### src/rtl/sccb_pkg.sv
// sccb_pkg: shared constants, state encoding and parameter defaults for the SCCB command scheduler.
package sccb_pkg;
    localparam logic [6:0] C_ID_WRITE = 7'h21;
    localparam int unsigned ACK_TIMEOUT_DEF = 64;
    localparam int unsigned GAP_CYCLES_DEF = 1000;
    typedef enum logic [2:0] {
        S_IDLE      = 3'd0,
        S_ISSUE     = 3'd1,
        S_WAIT_ACK  = 3'd2,
        S_WAIT_DONE = 3'd3,
        S_GAP       = 3'd4
    } state_t;
endpackage

### src/rtl/sccb_gap_timer.sv
// sccb_gap_timer: loadable saturating down-counter; done is high while the count is zero.
module sccb_gap_timer #(
    parameter int unsigned W = 8
) (
    input  logic         clk,
    input  logic         rst,
    input  logic         load,
    input  logic         en,
    input  logic [W-1:0] load_val,
    output logic         done
);
    logic [W-1:0] count_q, count_d;
    always_comb count_d = load ? load_val : (en && count_q != '0) ? count_q - 1'b1 : count_q;
    always_ff @(posedge clk or posedge rst)
        if (rst) count_q <= '0;
        else     count_q <= count_d;
    assign done = count_q == '0;
endmodule

### src/rtl/sccb_cmd_sched.sv
// sccb_cmd_sched: fixed-priority arbiter sharing one SCCB master between the init sequencer and a runtime write port.
// Optional post-transaction idle gap is built when SCCB_SCHED_GAP_EN is defined.
module sccb_cmd_sched
    import sccb_pkg::*;
#(
    parameter int unsigned ACK_TIMEOUT = ACK_TIMEOUT_DEF,
    parameter int unsigned GAP_CYCLES  = GAP_CYCLES_DEF
) (
    input  logic       rst,
    input  logic       clk,
    input  logic       init_done,
    input  logic       req0_start,
    input  logic [6:0] req0_id,
    input  logic [7:0] req0_addr,
    input  logic [7:0] req0_data,
    output logic       req0_ready,
    input  logic       req1_valid,
    input  logic [7:0] req1_addr,
    input  logic [7:0] req1_data,
    output logic       req1_ready,
    output logic       req1_done,
    input  logic       sccb_ready,
    output logic       start_tx,
    output logic [6:0] id,
    output logic [7:0] addr,
    output logic [7:0] data_wr,
    output logic       owner,
    output logic       busy,
    output logic       err
);
    localparam int unsigned AW = $clog2(ACK_TIMEOUT + 1);

    if (ACK_TIMEOUT < 1 || GAP_CYCLES < 2) begin : g_bad_param
        $error("sccb_cmd_sched: ACK_TIMEOUT must be >= 1 and GAP_CYCLES >= 2");
    end

    state_t     state_q, state_d;
    logic       owner_q, owner_d;
    logic [6:0] id_q, id_d;
    logic [7:0] addr_q, addr_d, data_q, data_d;
    logic       done_q, done_d, err_q, err_d;
    logic       ack_load, ack_done, gap_load, gap_done;

    sccb_gap_timer #(.W(AW)) u_ack_timer (
        .clk(clk), .rst(rst), .load(ack_load), .en(state_q == S_WAIT_ACK),
        .load_val(AW'(ACK_TIMEOUT - 1)), .done(ack_done)
    );

`ifdef SCCB_SCHED_GAP_EN
    localparam int unsigned GW = $clog2(GAP_CYCLES + 1);
    // Loaded two short so IDLE returns exactly GAP_CYCLES cycles after completion is sampled.
    sccb_gap_timer #(.W(GW)) u_gap_timer (
        .clk(clk), .rst(rst), .load(gap_load), .en(state_q == S_GAP),
        .load_val(GW'(GAP_CYCLES - 2)), .done(gap_done)
    );
`else
    assign gap_done = 1'b1;
`endif

    always_comb begin
        state_d    = state_q;
        owner_d    = owner_q;
        id_d       = id_q;
        addr_d     = addr_q;
        data_d     = data_q;
        done_d     = 1'b0;
        err_d      = 1'b0;
        ack_load   = 1'b0;
        gap_load   = 1'b0;
        start_tx   = 1'b0;
        req0_ready = 1'b0;
        req1_ready = 1'b0;
        case (state_q)
            S_IDLE: begin
                req0_ready = sccb_ready;
                req1_ready = sccb_ready & init_done & ~req0_start;
                if (req0_start) begin
                    {id_d, addr_d, data_d} = {req0_id, req0_addr, req0_data};
                    owner_d = 1'b0;
                    state_d = S_ISSUE;
                end else if (req1_valid && req1_ready) begin
                    {id_d, addr_d, data_d} = {C_ID_WRITE, req1_addr, req1_data};
                    owner_d = 1'b1;
                    state_d = S_ISSUE;
                end
            end
            S_ISSUE: begin
                start_tx = 1'b1;
                ack_load = 1'b1;
                state_d  = S_WAIT_ACK;
            end
            S_WAIT_ACK: begin
                if (!sccb_ready) state_d = S_WAIT_DONE;
                else if (ack_done) begin
                    err_d   = 1'b1;
                    state_d = S_IDLE;
                end
            end
            S_WAIT_DONE: begin
                if (sccb_ready) begin
                    done_d = owner_q;
`ifdef SCCB_SCHED_GAP_EN
                    gap_load = 1'b1;
                    state_d  = S_GAP;
`else
                    state_d  = S_IDLE;
`endif
                end
            end
`ifdef SCCB_SCHED_GAP_EN
            S_GAP: state_d = gap_done ? S_IDLE : S_GAP;
`endif
            default: state_d = S_IDLE;
        endcase
    end

    always_ff @(posedge clk or posedge rst)
        if (rst) begin
            state_q <= S_IDLE;
            owner_q <= 1'b0;
            id_q    <= '0;
            addr_q  <= '0;
            data_q  <= '0;
            done_q  <= 1'b0;
            err_q   <= 1'b0;
        end else begin
            state_q <= state_d;
            owner_q <= owner_d;
            id_q    <= id_d;
            addr_q  <= addr_d;
            data_q  <= data_d;
            done_q  <= done_d;
            err_q   <= err_d;
        end

    assign id        = id_q;
    assign addr      = addr_q;
    assign data_wr   = data_q;
    assign owner     = owner_q;
    assign req1_done = done_q;
    assign err       = err_q;
    assign busy      = state_q != S_IDLE;
endmodule

### config.mk
export PLATFORM = sky130hd
export DESIGN_NAME = sccb_cmd_sched
export DESIGN_NICKNAME = d
export VERILOG_FILES = /design/src/rtl/sccb_pkg.sv /design/src/rtl/sccb_gap_timer.sv /design/src/rtl/sccb_cmd_sched.sv
export SDC_FILE = /design/constraint.sdc
export NUM_CORES = 1
export LEC_CHECK = 0
export ABC_AREA = 1
export BUFFER_PORTS_ARGS = -buffer_cell sky130_fd_sc_hd__buf_2
export CELL_PAD_IN_SITES_DETAIL_PLACEMENT = 0
export CELL_PAD_IN_SITES_GLOBAL_PLACEMENT = 1
export CORE_MARGIN = 4
export CORE_UTILIZATION = 34
export DETAILED_ROUTE_END_ITERATION = 8
export GPL_TIMING_DRIVEN = 0
export PLACE_DENSITY_LB_ADDON = 0.1
export SYNTH_ARGS = -nofsm -noshare
export SYNTH_HDL_FRONTEND = slang
export SYNTH_SLANG_ARGS = --single-unit
### constraint.sdc
create_clock -name clk -period 1.7 [get_ports clk]
set_input_delay 0.255 -clock clk [delete_from_list [all_inputs] [get_ports clk]]
set_output_delay 0.255 -clock clk [all_outputs]
set_load 0.01 [all_outputs]
==> flow_metrics.tcl <==
set metrics [dict create \
    cts.sinks 35 \
    period_needed_ns 1.589 \
    sw_frac_of_total_pct 42.47 \
    n_antenna_cell 0 \
    overflow 0 \
    ctsHoldBuffers 0 \
    worst_slew_pin_slew_ns 0.7437 \
    crit_path_end_kind "output port" \
    clk_latency_ns 0.29 \
    status "complete, no violations" \
    worstSetupStartpointType "register" \
    p_per_area_nw_per_um2 1662 \
    coreArea_um2 5172 \
    post-cts-setup-buffers 0 \
    dieArea_um2 6654 \
    multi_input_area_um2 817.0 \
    async_flop_share_pct 100.0 \
    drt_drc_violations_left 0 \
    cts_tree "built" \
    nets 334 \
    yosys_warnings 0 \
    area_growth_pct 29.23 \
    ctsResizeCount 0 \
    postLayoutCellArea_um2 2379 \
    r2r_cells 9 \
    clk_pin_slew_worst_paths_ns 0.07 \
    arrival_ns 1.33 \
    vias 1623 \
    routed_wl_mm 4.533 \
    seq_area_frac_synth_pct 47.59 \
    fmax_mhz 629.4 \
    fp-row-count 26 \
    synth-xor-area-share_pct 0 \
    grt_pass1_vias 1501 \
    synth_cell_types 26 \
    synth-compound-area-share_pct 13.26 \
    cts_buffer_depth 2 \
    antenna_found_initial 0 \
    p_leak_nw 1.273 \
    dr.pass1.iters 4 \
    die_x_um 81.58 \
    syn-num-nets 254 \
    hold_violations 0 \
    setup_tns_ns 0 \
    p_clk_share_pct 15.0 \
    syn_inst 207 \
    slew_viol_final 0 \
    synth_top_family_by_area "simple AND/OR/NAND/NOR gates" \
    regArea_um2 875.8 \
    path_class "reg2out" \
    port_buffers 73 \
    place_congestion 0.7713 \
    p_int_mw 2.274 \
    r2r_start "u_ack_timer.count_q[0]$_DFFE_PP0P_" \
    fin_util_pct 45.98 \
    fillCellCount 529 \
    synth_edf_count 0 \
    r2r_end "u_ack_timer.count_q[2]$_DFFE_PP0P_" \
    seq_power_share_pct 37.7 \
    synth.mux.area_fraction_pct 0 \
    critical_path_required_ns 1.44 \
    synth_top_flop_cell "dfrtp_1" \
    drt-initial-drc-count 33 \
    grt_first_pass_wirelength_mm 7.162 \
    slew_headroom_pct 50.35 \
    syn_area_per_cell_um2 8.891 \
    p_sw_mw 1.679 \
    fin_cells 358 \
    final_layout_size_suffix_gt1_share_pct 41.67 \
    setup_viol 0 \
    power_mw 3.953 \
    cp_max_fo 10 \
    rsz0062_at_grt "no" \
    fin_skew_ns 0.003761 \
    vias_per_cell 4.534 \
    synth_fa_ha_area_share_pct 1.360 \
    place_area_um2 2293 \
    grt_max_degree 36 \
    final.period_utilization_pct 93.45 \
    routedWlPerCell_um 12.66 \
    maxCapViolCount 0 \
    ant_nets 0 \
    htree_levels 2 \
    clk_root_buffer_cell "clkbuf_8" \
    synth-simple-area-share_pct 29.78 \
    dp_hpwl_mm 3.349 \
    chipHeight_um 81.58 \
    synthesis.area_um2 1841 \
    ys_ff_latch 35 \
    peakVddDrop_mv 0.6502 \
    cts_buffers 5 \
    comb_power_share_pct 47.2 \
    reg2reg_slack_ns 0.18 \
    io_pins 75 \
    dp.cells 350 \
    grt_util_all_layers_pct 14.34 \
    hold_class "in2async" \
    initial_utilization_pct 35.58 \
]
-- logic make-up (layout without fill, tap and decap cells) --
kind of cell               after synthesis  in the layout
and+or+nand+nor                        114            114
DFF                                     35             35
AOI/OAI and AO/OA                       29             29
buffers and inverters                   27            108
adders and majority gates                2              2
-- critical path: stages (launching register included) --
cell and delay (ns):
dfrtp_1 0.49, inv_2 0.06, nand2_1 0.16, buf_6 0.17
inv_1 0.04, buf_2 0.13
-- synth_stat cells (4+ instances only) --
cell type / count / area [um^2]
or2_2: 9 / 56.30
inv_1: 15 / 56.30
or2_0: 4 / 25.02
or2_1: 4 / 25.02
nand2_1: 50 / 187.7
o21ai_0: 4 / 20.02
dfrtp_1: 35 / 875.8
nand3_1: 18 / 90.09
buf_6: 5 / 56.30
a22o_1: 5 / 43.79
o211ai_2: 8 / 100.1
nor2_1: 15 / 56.30
nand2_2: 5 / 31.28
o211ai_1: 8 / 60.06
-- cells in the final DEF (no fill, tap or decap), types with 5 or more instances in the layout --
| cell | netlist | layout |
|---|---|---|
| a22o_1 | 5 | 5 |
| inv_1 | 15 | 14 |
| o211ai_1 | 8 | 8 |
| nand2_1 | 50 | 50 |
| buf_6 | 5 | 5 |
| o211ai_2 | 8 | 8 |
| nand2_2 | 5 | 5 |
| buf_2 | 3 | 76 |
| or2_2 | 9 | 9 |
| nor2_1 | 15 | 15 |
| clkbuf_8 | 0 | 5 |
| dfrtp_1 | 35 | 35 |
| nand3_1 | 18 | 18 |
-- flip-flops by register name (all words and copies together) (netlist names) --
signal	cells
addr	8
data_wr	8
err	1
id	7
owner	1
req1_done	1
state_q	2
u_ack_timer.count_q	7
-- metal layers --
layer	GRT usage (%)	vias up	share of wire [%]
li1	-	838	-
met4	5.482	0	1.6
met3	4.057	6	7.3
met5	0	-	0
met2	22.39	52	44
met1	18.82	727	47
-- per-stage QoR --
step,hold WS [ns],worst slack (ns)
final,0.08654,0.1113
after global routing,0.1686,0.003132
after CTS,0.1265,0.1054
after detailed placement,0.4439,0.1823
after global placement,0.4590,0.09127
after floorplan,0.3864,0.4012
-- worst max-delay path by stage --
stage / startpoint / to / slack, ns / depth (start not counted)
2_1_floorplan: u_ack_timer.count_q[0]$_DFFE_PP0P_ / u_ack_timer.count_q[2]$_DFFE_PP0P_ / 0.40 / 9
3_3_place_gp: rst / id[3]$_DFFE_PP0P_ / 0.09 / 2
3_5_place_dp: u_ack_timer.count_q[0]$_DFFE_PP0P_ / u_ack_timer.count_q[2]$_DFFE_PP0P_ / 0.18 / 9
4_1_cts: state_q[1]$_DFFE_PP0P_ / start_tx / 0.11 / 5
5_1_grt: state_q[1]$_DFFE_PP0P_ / req1_ready / 0.003 / 4
6_report: state_q[1]$_DFFE_PP0P_ / start_tx / 0.11 / 5
-- power by group through the flow --
stage	Sequential (mW)	Combinational [mW]	Clock (mW)
floorplan	1.60	1.16	0
global route	1.55	2.12	0.655
detailed placement	1.50	1.91	0
finish	1.49	1.87	0.595
global placement	1.50	1.90	0
CTS	1.49	1.91	0.621
-- cell type report --
type | count | area share (%)
Inverter | 19 | 3.209
Timing Repair Buffer | 73 | 15.36
Multi-Input combinational cell | 145 | 34.35
Clock buffer | 6 | 3.051
Tap cell | 70 | 3.682
Clock inverter | 2 | 0.5260
Sequential cell | 35 | 36.82
Buffer | 8 | 2.998
(Power assumes the default switching activity.)
